--- src/rtl/block_io_sequencer_pkg.sv ---
// Shared definitions for the block I/O sequencer: state encoding, T-state
// numbering and the phase-to-strobe mapping used by the top level.
package block_io_sequencer_pkg;

   typedef enum logic [2:0] {
      ST_IDLE,
      ST_PH1,
      ST_PH2,
      ST_UPD,
      ST_REP
   } state_t;

   localparam int T_FIRST   = 5;
   localparam int T_IO_LEN  = 4;
   localparam int T_MEM_LEN = 3;
   localparam int T_UPD     = T_FIRST + T_IO_LEN + T_MEM_LEN;

   typedef struct packed {
      logic io_rd;
      logic io_wr;
      logic mem_rd;
      logic mem_wr;
      logic addr_sel;
   } strobes_t;

   // Input form runs IO then MEM, output form runs MEM then IO.
   function automatic strobes_t phase_strobes(input state_t st, input logic op_out);
      strobes_t s;
      s = '0;
      if ((st == ST_PH1 && !op_out) || (st == ST_PH2 && op_out)) begin
         s.io_rd = !op_out;
         s.io_wr = op_out;
      end else if ((st == ST_PH1 && op_out) || (st == ST_PH2 && !op_out)) begin
         s.mem_rd   = op_out;
         s.mem_wr   = !op_out;
         s.addr_sel = 1'b1;
      end
      return s;
   endfunction

endpackage

--- src/rtl/block_io_sequencer_tcounter.sv ---
// T-state counter: clears to 0, loads T5 at each PH1, holds during waits and
// flags the wait-sample and phase-end T-states for the current transfer form.
module block_io_sequencer_tcounter
   import block_io_sequencer_pkg::*;
#(
   parameter int T_REP = 5
) (
   input  logic       clk,
   input  logic       reset,
   input  logic       clear,
   input  logic       load,
   input  logic       hold,
   input  logic       advance,
   input  logic       op_out,
   output logic [4:0] tstate,
   output logic       ph1_wait,
   output logic       ph2_wait,
   output logic       ph1_end,
   output logic       ph2_end,
   output logic       rep_end
);

   always_ff @(posedge clk) begin
      if (reset || clear) begin
         tstate <= '0;
      end else if (load) begin
         tstate <= 5'(T_FIRST);
      end else if (advance && !hold) begin
         tstate <= tstate + 5'd1;
      end
   end

   // PH2 wait point is T10 in both forms: 2nd MEM cycle (input), 3rd IO cycle (output).
   assign ph1_wait = tstate == (op_out ? 5'(T_FIRST + 1) : 5'(T_FIRST + 2));
   assign ph2_wait = tstate == 5'(T_UPD - 2);
   assign ph1_end  = tstate == (op_out ? 5'(T_FIRST + T_MEM_LEN - 1) : 5'(T_FIRST + T_IO_LEN - 1));
   assign ph2_end  = tstate == 5'(T_UPD - 1);
   assign rep_end  = tstate == 5'(T_UPD + T_REP);

endmodule

--- src/rtl/block_io_sequencer.sv ---
// Self-timed sequencer for the Z80-style block I/O instructions; iterates on B
// internally and can leave early on a pending interrupt with a PC-rewind request.
module block_io_sequencer
   import block_io_sequencer_pkg::*;
#(
   parameter int DATA_W = 8,
   parameter int CNT_W  = 8,
   parameter int T_REP  = 5
) (
   input  logic              clk,
   input  logic              reset,
   input  logic              start,
   input  logic              op_out,
   input  logic              op_dec,
   input  logic              op_rep,
   input  logic [CNT_W-1:0]  b_in,
   input  logic [DATA_W-1:0] io_din,
   input  logic [DATA_W-1:0] mem_din,
   input  logic              io_wait,
   input  logic              mem_wait,
   input  logic              irq_pending,
   output logic              busy,
   output logic              done,
   output logic              pc_rewind,
   output logic [4:0]        tstate,
   output logic              io_rd,
   output logic              io_wr,
   output logic              mem_rd,
   output logic              mem_wr,
   output logic              addr_sel,
   output logic [DATA_W-1:0] data_q,
   output logic [CNT_W-1:0]  b_cnt,
   output logic              b_dec,
   output logic              hl_inc,
   output logic              hl_dec,
   output logic              flag_we,
   output logic              flag_z,
   output logic              flag_n
);

   state_t           state;
   strobes_t         strb;
   logic             op_out_q, op_dec_q, op_rep_q, done_r;
   logic             cnt_load, cnt_clear, cnt_hold, cnt_adv, irq_exit;
   logic             ph1_wait, ph2_wait, ph1_end, ph2_end, rep_end;
   logic [CNT_W-1:0] b_next;

   assign b_next = b_cnt - CNT_W'(1);

   block_io_sequencer_tcounter #(.T_REP(T_REP)) u_tcounter (
      .clk      (clk),
      .reset    (reset),
      .clear    (cnt_clear),
      .load     (cnt_load),
      .hold     (cnt_hold),
      .advance  (cnt_adv),
      .op_out   (op_out_q),
      .tstate   (tstate),
      .ph1_wait (ph1_wait),
      .ph2_wait (ph2_wait),
      .ph1_end  (ph1_end),
      .ph2_end  (ph2_end),
      .rep_end  (rep_end)
   );

   // The interrupt exit must complete in the same last REP cycle it is sampled.
   always_comb begin
      cnt_load  = 1'b0;
      cnt_clear = 1'b0;
      cnt_hold  = 1'b0;
      irq_exit  = 1'b0;
      cnt_adv   = (state != ST_IDLE);
      case (state)
         ST_IDLE: cnt_load = start;
         ST_PH1:  cnt_hold = ph1_wait && (op_out_q ? mem_wait : io_wait);
         ST_PH2:  cnt_hold = ph2_wait && (op_out_q ? io_wait : mem_wait);
         ST_UPD:  cnt_clear = done_r;
         ST_REP: begin
            if (rep_end) begin
               if (irq_pending) begin
                  cnt_clear = 1'b1;
                  irq_exit  = !reset;
               end else begin
                  cnt_load = 1'b1;
               end
            end
         end
         default: cnt_clear = 1'b1;
      endcase
   end

   always_ff @(posedge clk) begin
      if (reset) begin
         state    <= ST_IDLE;
         strb     <= '0;
         busy     <= 1'b0;
         done_r   <= 1'b0;
         op_out_q <= 1'b0;
         op_dec_q <= 1'b0;
         op_rep_q <= 1'b0;
         data_q   <= '0;
         b_cnt    <= '0;
         b_dec    <= 1'b0;
         hl_inc   <= 1'b0;
         hl_dec   <= 1'b0;
         flag_we  <= 1'b0;
         flag_z   <= 1'b0;
         flag_n   <= 1'b0;
      end else begin
         done_r  <= 1'b0;
         b_dec   <= 1'b0;
         hl_inc  <= 1'b0;
         hl_dec  <= 1'b0;
         flag_we <= 1'b0;
         case (state)
            ST_IDLE: begin
               if (start) begin
                  state    <= ST_PH1;
                  busy     <= 1'b1;
                  op_out_q <= op_out;
                  op_dec_q <= op_dec;
                  op_rep_q <= op_rep;
                  b_cnt    <= b_in;
                  strb     <= phase_strobes(ST_PH1, op_out);
               end
            end
            ST_PH1: begin
               // The last PH1 cycle is the last IO cycle (input) or last MEM cycle (output).
               if (ph1_end) begin
                  state  <= ST_PH2;
                  strb   <= phase_strobes(ST_PH2, op_out_q);
                  data_q <= op_out_q ? mem_din : io_din;
               end
            end
            ST_PH2: begin
               if (ph2_end) begin
                  state   <= ST_UPD;
                  strb    <= '0;
                  b_cnt   <= b_next;
                  b_dec   <= 1'b1;
                  hl_inc  <= !op_dec_q;
                  hl_dec  <= op_dec_q;
                  flag_we <= 1'b1;
                  flag_z  <= (b_next == '0);
                  flag_n  <= data_q[DATA_W-1];
                  done_r  <= !op_rep_q || (b_next == '0);
               end
            end
            ST_UPD: begin
               if (done_r) begin
                  state <= ST_IDLE;
                  busy  <= 1'b0;
               end else begin
                  state <= ST_REP;
               end
            end
            ST_REP: begin
               if (rep_end) begin
                  if (irq_pending) begin
                     state <= ST_IDLE;
                     busy  <= 1'b0;
                  end else begin
                     state <= ST_PH1;
                     strb  <= phase_strobes(ST_PH1, op_out_q);
                  end
               end
            end
            default: begin
               state <= ST_IDLE;
               busy  <= 1'b0;
               strb  <= '0;
            end
         endcase
      end
   end

   assign done      = done_r | irq_exit;
   assign pc_rewind = irq_exit;
   assign io_rd     = strb.io_rd;
   assign io_wr     = strb.io_wr;
   assign mem_rd    = strb.mem_rd;
   assign mem_wr    = strb.mem_wr;
   assign addr_sel  = strb.addr_sel;

endmodule

--- config.mk ---
export PLATFORM = sky130hd
export DESIGN_NAME = block_io_sequencer
export DESIGN_NICKNAME = d
export VERILOG_FILES = /design/src/rtl/block_io_sequencer_pkg.sv /design/src/rtl/block_io_sequencer_tcounter.sv /design/src/rtl/block_io_sequencer.sv
export SDC_FILE = /design/constraint.sdc
export NUM_CORES = 1
export LEC_CHECK = 0
export CORE_AREA = 2 2 81 83
export DETAILED_ROUTE_END_ITERATION = 8
export DIE_AREA = 0 0 83 85
export PLACE_DENSITY_LB_ADDON = 0.15
export SYNTH_ARGS = -nofsm -noshare
export SYNTH_HDL_FRONTEND = slang
export SYNTH_HIERARCHICAL = 1
export SYNTH_SLANG_ARGS = --single-unit
--- constraint.sdc ---
create_clock -name clk -period 2.2 [get_ports clk]
set_clock_uncertainty 0.2 [all_clocks]
set_input_delay 0.44 -clock clk [delete_from_list [all_inputs] [get_ports clk]]
set_output_delay 0.44 -clock clk [all_outputs]
set_load 0.02 [all_outputs]
==> results.md, run 1 <==
Synthesis:
- The count of warnings emitted by yosys is 6.
- The synthesized netlist devotes between 2 and 3% of its cell area to adder and majority cells.
- The distinct cell type count after synthesis is 57.
- The async set-reset flop share out of synthesis is 0%.
- Sorting the synthesized cells by area gives the leading types as dfxtp_1, mux2i_1, nor2_1, a211oi_1, nand2_1.
- The synthesized design spends more area on one cell type than any other, namely dfxtp_1.
- After Yosys synthesis, and, or, nand and nor cells account for 24.7% of the synthesized area.
- The synthesized design contains 0 enable-type register cells.
- The mapped netlist covers 2110 µm².
- A synthesized cell averages 8.52 µm².
- The total nets after synthesis is 286.
- Summing the areas of all xor and xnor instances in the mapped netlist gives 2.07% of the synthesized area.
- The synthesized netlist devotes between 20% and 30% of its cell area to compound gates.
- The area fraction of the dominant cell type after synthesis is between 30% and 40%.
- The combinational family with the most area after synthesis is simple AND/OR/NAND/NOR gates.
- After synthesis the netlist holds a flip-flop and latch count of 39.
- In the synthesized netlist, the number of instances is 248.
- Multiplexer cells account for 7.64% of the synthesized area.
- The fraction of the yosys area taken by sequential cells is 36.9%.
- The main flop type after synthesis is dfxtp_1.

Timing:
- Based on the critical path, the design can be clocked at up to ~0.44 GHz.
- The number of hold-slack violations in the final timing report is 0.
- Adding up every negative setup slack in the final design gives -0.491 ns.
- The number of max-slew violations in the final report is 0.
- In this run the tightest slew margin relative to its limit is 66.8%.
- The worst path uses 104% of the clock period.
- The transition at the pin with the smallest max-transition slack is 0.498 ns.
- The setup slack of the critical path after layout is -0.0952 ns.
- Setup repair after global routing could not meet its margin everywhere.
- For the finished layout, the period the worst path requires is 2.30 ns.
- Setup violations remaining at the end of the flow were counted as 13.

Clock network:
- The buffer type at the clock tree root is clkbuf_8.
- The clock passes through at most 2 buffers.
- At the later pin of the worst-skew pair, clock insertion delay measures 0.29 ns.
- The count of hold buffers inserted by post-cts repair is 0.
- The H-tree depth is 2.
- The CTS tree is done.
- The number of sinks on the clock net is 39.
- The number of buffers inserted during clock tree synthesis is 5.
- The clock-pin slew reported for the worst setup and hold paths after clock tree synthesis is 0.08 ns.

Critical path:
- The signal on the critical path passes through buf_6 > and3b_2 > nor3b_2 > and3_4 > a221oi_4 > a211oi_2 > nand3b_1 > or3_1 > a21oi_2.
- The worst setup path is of the register to register kind.
- The stage delay of the slowest cell on the critical path is roughly 0.38 ns.
- The origin of the worst setup path is u_tcounter/tstate[1].
- The number of buffers and inverters on the critical path is 1.
- The worst setup path is launched from a register.
- Data on the critical path is required at its endpoint by 2.23 ns.
- The start of the worst register-to-register path is u_tcounter/tstate[1].
- The number of cells on the worst reg-to-reg path is 9.
- On the critical path the largest part of the delay comes from simple AND/OR/NAND/NOR gates.
- The critical path runs through a total of 9 cells.
- The endpoint arrival time on the critical path is 2.32 ns.
- The cell at the slowest stage of the critical path is or3_1.
- In this run the critical register-to-register path is captured at u_tcounter/tstate[4].
- Of all nets on the critical path, the largest fanout is 4.
- STA classifies the critical path endpoint as a register.
- The setup check on the worst reg-to-reg path leaves a slack of -0.1 ns.
- The most critical setup path has its endpoint at u_tcounter/tstate[4].

Die:
- After floorplanning, the core was sized to cover 6200 µm².
- The width of the die is 83 µm.
- The die is 85 µm tall.
- After floorplanning, the core was divided into 29 placement rows.
- In this run the count of I/O pins placed on the die edge is 68.
- The initial utilization of the core area, before any placement, comes to between 30% and 40%.
- The die footprint is 7060 µm².

Power and ir drop:
- Dividing total power by cell area gives a power density of 495 nW/µm².
- The maximum ir drop on the vdd rail is 366 µV.
- The total leakage power is 1.33 nW.

Placement:
- OpenSTA, run right after detailed placement, puts the worst setup slack at -0.342 ns.
- Input and output buffers added on the ports amount to 67.
- After detailed placement, the design holds a cell count of 407.
- The routability-driven placement congestion ratio is between 0.8 and 0.9.
- The post-detailed-placement half-perimeter wirelength is 4.10 mm.

Drt:
- The DRC marker count from the first detailed-route iteration is 68.
- The sum of routed wire length over all layers is 5.95 mm.
- The length of the first detailed-routing pass in iterations is 4.
- The vias after detailed routing is 2193.
- The mean routed wirelength per cell is 13.9 µm.
- The remaining design rule violation count is 0.
- The via density per instance is between 5 and 6.
- The detail route stage leaves a number of antenna-violating nets equal to 0.

Cells and area:
- Relative to the synthesized area, the layout overhead comes to 69.3%.
- The number of antenna diodes in the final layout is 0.
- Cells fill 57.7% of the core in the end.
- Leaving out fill and tap cells, the most frequent cell in the layout is clkdlybuf4s50_1.
- Leaving out fill and tap cells, the most frequent cells in the layout are clkdlybuf4s50_1, dfxtp_1, buf_4.
- The fraction of final layout cells sized beyond drive strength 1 is a little over 30%.
- The count of placed standard cells in the final layout, fillers left out is 427.
- The net count of the finished layout is 387.

Job:
- Max-cap violations in this run came to 0.

Global routing:
- The all-layer global routing usage is between 10% and 20%.
- The first global-routing pass estimated roughly 9.7 mm of wire.
- The number of global-route vias before repair is 2086.
- The total overflow reported by the global router is 0.
- The initial antenna violation count was 0.
- The maximum number of pins on one net before global-route repair is 32.

Status:
- The final reports fail on setup timing.
- The run finished, with violations left.

Min path:
- The source of the worst hold timing path is op_dec_q.
- The class of the worst hold path is register to register.
==> metal layers <==
| metal | vias up | track usage [%] | share of wire [%] |
|---|---|---|---|
| li1 | 1098 | - | - |
| met1 | 1038 | 21.1 | 47 |
| met2 | 52 | 28.3 | 48 |
| met3 | 5 | 4.57 | 4.5 |
| met4 | 0 | 4.32 | 0.96 |
| met5 | - | 0 | 0 |
==> registers in the layout, summed over array words and instances (netlist names) <==
register	count
b_cnt	8
addr_sel	1
done_r	1
data_q	8
mem_wr	1
flag_we	1
op_rep_q	1
mem_rd	1
busy	1
op_out_q	1
io_rd	1
io_wr	1
flag_z	1
hl_inc	1
op_dec_q	1
hl_dec	1
u_tcounter/tstate	5
flag_n	1
state	3
==> stage by stage <==
step,cell area [µm²],hold WS [ns],total power [W]
2_1_floorplan,2150,0.204,0.000955
3_3_place_gp,3070,0.223,0.00112
3_5_place_dp,3070,0.232,0.00113
4_1_cts,3310,0.246,0.00175
5_1_grt,3580,0.280,0.00186
6_report,3580,0.239,0.00177
==> where the power goes <==
| part | internal, W | switching [W] | leakage (nW) |
|---|---|---|---|
| Combinational | 0.000216 | 0.000186 | 0.951 |
| Sequential | 0.000733 | 0.0000276 | 0.320 |
| Clock | 0.000338 | 0.000270 | 0.0581 |
| Total | 0.00129 | 0.000484 | 1.33 |
==> cells by family (layout without fill, tap and decap cells) <==
logic type,Yosys count,in the layout
AND/OR/NAND/NOR,97,97
AO/OA/AOI/OAI,63,63
flip-flops,39,39
buffers and inverters,23,125
multiplexers,16,16
adder cells (fa/ha/maj),5,5
XOR/XNOR,5,5
==> worst min-delay path by stage <==
stage / endpoint / slack (ns) / depth (start not counted)
after floorplan: hl_inc / 0.20 / 1
after global placement: hl_inc / 0.22 / 1
after detailed placement: hl_inc / 0.23 / 1
after CTS: hl_inc / 0.25 / 1
after global routing: hl_inc / 0.28 / 1
final: hl_inc / 0.24 / 1
==> worst register-to-register path, cell delays in order (launching register included) <==
cell and delay, ns:
dfxtp_2 0.33, buf_6 0.12, and3b_2 0.20, nor3b_2 0.15, and3_4 0.18, a221oi_4 0.27, a211oi_2 0.07, nand3b_1 0.20
or3_1 0.38, a21oi_2 0.13
==> layout make-up <==
cell class / count / area (µm²)
clock buffer: 5 / 68.8
clock inverter: 3 / 43.8
fill: 585 / 2630
inverter: 9 / 33.8
multi-input combinational: 186 / 1500
sequential: 39 / 791
tap: 77 / 96.3
timing repair buffer: 108 / 1040
==> cell usage after synthesis (2+ instances only) <==
master,number
o21bai_1,2
a21oi_1,14
nand2b_1,2
o211ai_1,2
nor2b_1,3
a22oi_1,2
nand2_1,19
nand3b_1,2
inv_1,9
and2_0,2
clkbuf_1,6
nor3_1,5
a211oi_1,14
or3b_1,2
o21ai_0,11
ha_1,5
dfxtp_1,39
o21a_1,2
or4_1,2
buf_2,4
o32a_1,2
o31a_1,2
nor2_1,29
or3_1,4
xnor2_1,3
buf_4,2
nand3_1,9
xor2_1,2
nor3b_1,5
mux2i_1,15
or2_2,2
==> what timing repair did <==
action / in CTS / in global routing
setup buffers: 6 / 6
pin swaps: 21 / 27
endpoints found under the hold margin: 0 / 0
gates resized for setup: 23 / 60
setup endpoints to repair: 18 / 25
gates cloned: 1 / 0
No activity file was read; power rests on OpenSTA's default activity.
==> run 2, diff against run 1 <==
CAP_MARGIN = 25   (was unset)
SLEW_MARGIN = 15   (was unset)
TNS_END_PERCENT = 1   (was unset)
==> results.md, run 2 (synthesis gave the netlist of run 1 again) <==
Status:
- The flow ran to the end, but the final reports show violations.
- The checks that failed: setup timing.

Placement:
- The number of placed instances with taps included is 410.
- The HPWL after detailed placement is 4.10 mm.
- The routability-driven placement congestion ratio is 0.787.
- In this run the tool buffered the top-level ports with 67 buffer cells.

Critical path:
- The kind of cell adding the most delay to the critical path is simple AND/OR/NAND/NOR gates.
- Of all nets on the critical path, the largest fanout is 7.
- The worst path required time is 2.20 ns.
- The reg-to-reg critical path endpoint is mem_rd.
- The worst setup path category is register to register.
- The worst setup path is launched from a register.
- The number of buffers and inverters on the critical path is 1.
- The endpoint arrival time on the critical path is 2.25 ns.
- The number of cells on the worst reg-to-reg path is 7.
- The signal on the critical path passes through buf_6 > or4_4 > a21oi_4 > nand3b_1 > o211ai_1 > nand2_1 > a31o_2.
- STA classifies the critical path endpoint as a register.
- Across all register-to-register paths, the minimum setup slack is -0.06 ns.
- The worst register-to-register path begins at u_tcounter/tstate[0].
- The cell at the slowest stage of the critical path is or4_4.
- The largest single stage delay on the critical path is between 0.5 and 0.6 ns.

Drt:
- The DRC marker count from the first detailed-route iteration is 70.
- The sum of routed wire length over all layers is 5.76 mm.
- The routed layout has 2129 vias.
- In this run the remaining antenna-violating nets after routing total 0.
- After detailed routing, the number of vias per cell comes to 5.06.
- For this run, the detailed router's first-pass iteration total came to 4.
- In the routed design, unresolved DRC markers number 0.
- Dividing the detail-routed wire length by the instance count gives 13.7 µm.

Clock network:
- The count of hold buffers inserted by post-cts repair is 0.
- The number of sinks on the clock net is 39.
- The maximum clock path buffer count is 2.
- The buffer type at the clock tree root is clkbuf_8.
- TritonCTS built the clock tree.
- Clock tree synthesis inserted a total of 5 buffers.
- In this run the number of H-tree levels came out at 2.
- After clock tree synthesis, the clock-pin slew on the worst setup and hold paths is 0.08 ns.
- The later pin in the worst-skew pair is clocked with a latency of 0.30 ns.

Min path:
- The class of the worst hold path is register to register.
- In this run the most critical hold path is launched from op_dec_q.
- The worst hold path stage count is 1.
- The path with the worst hold slack has its endpoint at hl_inc.

Timing:
- For this run, the top clock speed supported by timing is 0.443 GHz.
- For the finished layout, the period the worst path requires is 2.26 ns.
- The total setup violations reported at the end of the flow is 13.
- The number of max-slew violations in the final report is 0.
- At the pin with the least slew margin, the transition time is 0.514 ns.
- Setup repair after global routing could not meet its margin everywhere.
- Adding up every negative setup slack in the final design gives -0.602 ns.
- After layout, the worst setup slack is -0.0565 ns.
- The worst pin sits at a relative slew slack of between 60% and 70%.
- The number of hold-slack violations in the final timing report was 0.
- The share of the clock period used by the worst path after layout is 103%.
- Hold timing on the final database bottoms out at a slack of 0.231 ns.

Die:
- The die footprint is about 7100 µm².
- The initial utilization of the core area, before any placement, comes to 34.1%.
- The number of cell rows is 29.
- Pin placement for this block handled 68 I/O pins.
- The core region is slightly above 6000 µm².
- The die is 83 µm wide.
- Measured along the y axis, the die boundary spans 85 µm.

Cells and area:
- Cells with a size suffix above 1 make up approximately a quarter of the layout.
- The register area is 786 µm².
- The library cells used most frequently in the layout, excluding fill and tap cells, are clkdlybuf4s50_1, dfxtp_1, buf_4.
- After filler insertion, the fill cell instance count of the layout stands at 588.
- Compared with the post-synthesis result, the final layout area differs by 58.6%.
- Leaving out fill and tap cells, the most frequent cell in the layout is clkdlybuf4s50_1.
- The post-route core utilization is 54.0%.
- The largest registers in the layout are b_cnt (8), data_q (8), u_tcounter/tstate (5).
- The net count of the finished layout is 381.
- The number of antenna cells inserted is 0.
- The total area of multi-input combinational cells is approximately 1300 µm².
- The count of placed standard cells in the final layout, fillers left out is 421.

Power and ir drop:
- The total chip power is 0.00178 W.
- The maximum ir drop on the vdd rail is 256 µV.
- In this run the power density over the cells is 530 nW/µm².
- The analysis attributes to cell leakage a power of between 1 and 1.5 nW.

Global routing:
- Entering global routing, the biggest net connects 32 pins.
- The number of global-route vias before repair is about 2k.
- The first-pass GRT wire length is 9.45 mm.
- The all-layer global routing usage is 16.3%.
- The initial antenna violation count is 0.
- The total overflow reported by the global router is 0.

Job:
- The number of max-cap violations is 0.
## run 2: what timing repair did
action                                  CTS  global route
pin swaps                                13            16
buffers inserted                          0             2
cloned                                    1             0
gates resized for setup                  19            18
endpoints found under the setup margin   18            27
## run 2: final cells by class
cell class | count | area share, %
Clock buffer | 6 | 2.46
Clock inverter | 2 | 1.16
Inverter | 9 | 1.01
Multi-Input combinational cell | 186 | 40.0
Sequential cell | 39 | 23.5
Tap cell | 77 | 2.88
Timing Repair Buffer | 102 | 29.1
## run 2: power by group
part | leakage (nW) | internal (W) | switching, W
Sequential | 0.319 | 0.000734 | 0.0000255
Clock | 0.0618 | 0.000373 | 0.000274
Combinational | 0.871 | 0.000199 | 0.000171
Total | 1.25 | 0.00131 | 0.000470
## run 2: layer usage
layer  track usage (%)  wire (µm)
met2              27.5       2760
met3              4.38        276
met1              20.7       2670
met5                 0          0
met4              4.47         51
## run 2: worst max path at each step
stage	from	to	slack (ns)	cells past startpoint
after floorplan	u_tcounter/tstate[3]	u_tcounter/tstate[4]	-0.10	8
after CTS	u_tcounter/tstate[0]	data_q[7]	-0.07	7
after global placement	irq_pending	done	-0.33	5
final	u_tcounter/tstate[0]	mem_rd	-0.06	7
after global routing	u_tcounter/tstate[1]	u_tcounter/tstate[2]	-0.17	12
after detailed placement	irq_pending	done	-0.33	5
## run 2: stage by stage
stage	setup WS, ns	area (µm²)
detailed placement	-0.326	3080
CTS	-0.0714	3270
floorplan	-0.102	2130
finish	-0.0565	3350
global placement	-0.328	3080
global route	-0.168	3350
==> RTL change 1: new RTL, flow settings as in run 2 <==
The parameter `CNT_W` goes from 8 to 6.
--- a/src/rtl/block_io_sequencer.sv
+++ b/src/rtl/block_io_sequencer.sv
@@ -4,7 +4,7 @@
    import block_io_sequencer_pkg::*;
 #(
    parameter int DATA_W = 8,
-   parameter int CNT_W  = 8,
+   parameter int CNT_W  = 6,
    parameter int T_REP  = 5
 ) (
    input  logic              clk,
Interface: changed (resized b_cnt and b_in); port bits go from 68 to 64. No check against the original RTL was run, so the function may have changed too.
==> RTL change 1 against run 2 <==
Combinational power increased by 2%; final area shrank 4.2%; power is 11% lower; synthesized area decreased by 1.4%; wire length fell by 3.5%; critical path depth grew 3; sequential cell count down 2; setup slack improved by 0.083 ns.
==> RTL change 1: results (changes against run 2) <==
- Worst hold path depth: 1 (unchanged)
- NumNets Final: 359 (-5.8%)
- Initial DRC count: 71 (+1.4%)
- Cell variety after synth: 51 (-11%)
- Mapped Cells: 231 (-6.9%)
- DP Area: 0.00299 mm2 (-2.8%)
- # resized after CTS: 14 (-5)
- CTS buffer count: 5 (unchanged)
- Top Registers: data_q (8), b_cnt (6), u_tcounter/tstate (5)
- Worst-margin pin slew: 0.415 ns (-0.0990 ns)
- Grt total ovfl: 0 (unchanged)
- Vias/cell: 4.98 (-1.6%)
- RePlAce Congestion: 0.786 (-0.17%)
- RR Endpoint: b_cnt[3]
- Antenna diode count: 0 (unchanged)
- Most frequent cell after synthesis: dfxtp_1
- Reg-to-reg startpoint: u_tcounter/tstate[0]
- NetSw: 461 uW (-1.9%)
- Clk buf depth: 2 (unchanged)
- FF-to-FF setup slack: 0.03 ns (+0.08 ns)
- Sequential area share after synthesis: 35.5% (-1.4 points)
- Vias in the first global route: 1875 (-6.9%)
- Syn nets: 267 (-6.6%)
- Post-synth ARST share: 0% (unchanged)
- Met1 Track Usage GR: 20.2% (-0.48 points)
- Hold path startpoint: op_rep_q
- Leakage dissipation: 0.00120 uW (-4.4%)
- First-pass GRT wire length: 9.09 mm (-3.9%)
- Post-CTS Setup Repair Bufs: 1 (+1)
- Share of layout cells above drive strength 1: 27.5% (+3.9 points)
- Filler cells: 632 (+7.5%)
- Met2 Use GR: 26.0% (-1.5 points)
- Routed wire length on met3: 324 um (+17%)
- Hold path endpoint: done_r
- Worst R2R Path Depth: 10 (+3)
- Worst slack at placement: -0.359 ns (-0.0329 ns)
- H-tree depth: 2 (unchanged)
- Cell total after placement: 391 (-4.6%)
- Largest net degree at the start of global routing: 37 (+16%)
- Routed wl met2: 2.60 mm (-5.7%)
- DR WL/cell: 13.9 um (+1.3%)
- Worst EP arrival: 2.18 ns (-0.07 ns)
- Outcome: finished, final reports clean
- Top cells by count, synth: dfxtp_1, nor2_1, mux2i_1
- Hold slack final: 0.245 ns (+0.0144 ns)
- Synth Flop Type: dfxtp_1
- FF+latch area: 743 um2 (-5.4%)
- Worst hold path type: register to register
- Met3 Usage GRT: 4.77% (+0.39 points)
- Port bufs: 63 (-6.0%)
- Maximum VDD drop: 0.314 mV (+22%)
- Vias: 1996 (-6.2%)
- DR top layer: met4
- Synth top area cells: dfxtp_1, mux2i_1, nor2_1
- M1 wire length: 2.57 mm (-3.6%)
- Dpl hpwl: 4.01 mm (-2.3%)
- Total GRT Usage: 15.7% (-0.57 points)
- Worst-path clk slew: 0.08 ns (about the same)
- DRC viols: 0 (unchanged)
- Critical path fanouts, max: 6 (-1)
RTL change 1: cell count changes after synthesis, sizes merged, moves of 4 or more:
cell / run 2 / this run
nand2b: 3 / 11
nand2: 19 / 5
nor2: 30 / 25
mux2: 1 / 5
nand3: 10 / 6
nand3b: 2 / 6
RTL change 1: area by class of cell:
class | instances | area share [%]
multi-input combinational | 171 | 41.5
timing repair buffer | 98 | 28.5
sequential | 37 | 23.2
tap | 77 | 3.00
clock buffer | 5 | 2.14
inverter | 10 | 1.17
clock inverter | 3 | 0.546
RTL change 1: critical path, cell delays in order, from the launching register on:
cell and delay, ns:
dfxtp_2 0.34, buf_6 0.10, buf_6 0.12, ha_4 0.13
nor3b_4 0.25, mux2i_1 0.15, buf_4 0.16, nor3_4 0.26
buf_4 0.17, a21oi_2 0.04, a211oi_1 0.17
RTL change 1: worst max-delay path by stage:
stage                               startpoint        to  slack [ns]  depth (start not counted)
after CTS                 u_tcounter/tstate[1]      done      -0.005                          8
after floorplan           u_tcounter/tstate[3]  addr_sel       -0.02                          7
after global placement                   reset      done       -0.35                          5
final                     u_tcounter/tstate[0]  b_cnt[3]        0.03                         10
after detailed placement                 reset      done       -0.36                          5
after global routing      u_tcounter/tstate[0]  b_cnt[3]       -0.06                         10
RTL change 1: logic make-up after synthesis:
family	Yosys count	share of synthesized area, %
AND/OR/NAND/NOR	90	27.0
AO/OA/AOI/OAI	52	16.9
flip-flops	37	35.5
buffers and inverters	23	5.94
multiplexers	21	10.4
adder cells (fa/ha/maj)	5	3.00
XOR/XNOR	3	1.26
RTL change 1: power by group through the flow:
stage | clock network (uW) | logic (uW) | registers [uW]
floorplan | 0 | 152 | 769
global placement | 0 | 357 | 738
detailed placement | 0 | 359 | 739
CTS | 499 | 364 | 724
global route | 526 | 412 | 730
finish | 482 | 378 | 724
==> RTL change 2: new RTL, settings of run 2 <==
Made on the original files. The 5 states of `state_t` get a one-hot encoding in 5 bits.
--- a/src/rtl/block_io_sequencer_pkg.sv
+++ b/src/rtl/block_io_sequencer_pkg.sv
@@ -2,12 +2,12 @@
 // numbering and the phase-to-strobe mapping used by the top level.
 package block_io_sequencer_pkg;
 
-   typedef enum logic [2:0] {
-      ST_IDLE,
-      ST_PH1,
-      ST_PH2,
-      ST_UPD,
-      ST_REP
+   typedef enum logic [4:0] {
+      ST_IDLE = 5'b00001,
+      ST_PH1  = 5'b00010,
+      ST_PH2  = 5'b00100,
+      ST_UPD  = 5'b01000,
+      ST_REP  = 5'b10000
    } state_t;
 
    localparam int T_FIRST   = 5;
Check against the original RTL: no difference found for any inputs over 10 cycles, from zero or initial values and one cycle with reset high; not proved beyond that.
==> RTL change 2 against run 2 <==
The flow still finishes with violations (negative setup slack); wire length hardly changed; cell count rose by 3.8%; non-clock buffer count rose by 6; sequential cell count increased by 2; synthesized cell count increased by 3.6%; setup slack got worse by 0.057 ns; power grew 10%; clock power is 2% lower; synthesized area rose by 5.4%; final area up 3.3%; critical path type unchanged; critical endpoint unchanged; largest power group unchanged; highest routed layer unchanged.
==> RTL change 2: results (changes against run 2) <==
- Share of layout cells above drive strength 1: 22.2% (-1.3 points)
- Met1 Track Usage GR: 20.8% (+0.16 points)
- Met2 Use GR: 27.0% (-0.51 points)
- Synth top area cells: dfxtp_1, mux2i_1, nor2_1
- Synth Area in Adders: 2.81% (-0.15 points)
- Vias in the first global route: 2039 (+1.2%)
- Dpl hpwl: 4.20 mm (+2.4%)
- Worst R2R Path Depth: 9 (+2)
- Mux cell area share after synthesis: 8.71% (+1.1 points)
- Antenna diode count: 0 (unchanged)
- First-pass GRT wire length: 9.53 mm (+0.79%)
- Failing checks: negative setup slack
- Final setup fails: 7 (-6)
- Routed wl met2: 2.72 mm (-1.4%)
- DR WL/cell: 13.2 um (-3.6%)
- # resized after CTS: 14 (-5)
- Cell variety after synth: 51 (-11%)
- DP Area: 0.00325 mm2 (+5.4%)
- Top Registers: b_cnt (8), data_q (8)
- CP peak stage delay: 0.54 ns (-0.02 ns)
- Routed wire length on met3: 367 um (+33%)
- Fin worst setup slack: -0.114 ns (-0.0574 ns)
- Worst EP arrival: 2.29 ns (+0.04 ns)
- Largest net degree at the start of global routing: 34 (+6.3%)
- Leakage dissipation: 0.00135 uW (+7.4%)
- RePlAce Congestion: 0.802 (+1.9%)
- Post-CTS Setup Repair Bufs: 3 (+3)
- Initial DRC count: 96 (+37%)
- Outcome: finished, violations left
- Max-slew headroom: 75.1% (+9.4 points)
- NumNets Final: 397 (+4.2%)
- M1 wire length: 2.62 mm (-2.0%)
- Sequential area share after synthesis: 36.9% (-0.091 points)
## RTL change 2: cells by family after synthesis
group / count (synthesis)
simple gates: 113
flops: 41
mux: 19
compound gates: 51
xor+xnor: 7
fa+ha+maj: 5
buf+inv: 21
## RTL change 2: power by group
part,switching (uW),total [uW],internal (uW)
Combinational,237,514,277
Sequential,32.4,811,779
Clock,261,631,370
## RTL change 2: metrics by stage
| step | hold slack (ns) | instances |
|---|---|---|
| 6_report | 0.234 | 437 |
| 5_1_grt | 0.278 | 437 |
| 4_1_cts | 0.236 | 437 |
| 3_5_place_dp | 0.226 | 426 |
| 3_3_place_gp | 0.224 | 426 |
| 2_1_floorplan | 0.205 | 257 |
## RTL change 2: layout make-up
class                   count  area [um2]
clock buffers               7        86.3
clock inverters             1        30.0
fillers                   580        2740
inverters                   8        30.0
multi-input cells         195        1370
flip-flops and latches     41         826
well taps                  77        96.3
repair buffers            108        1020
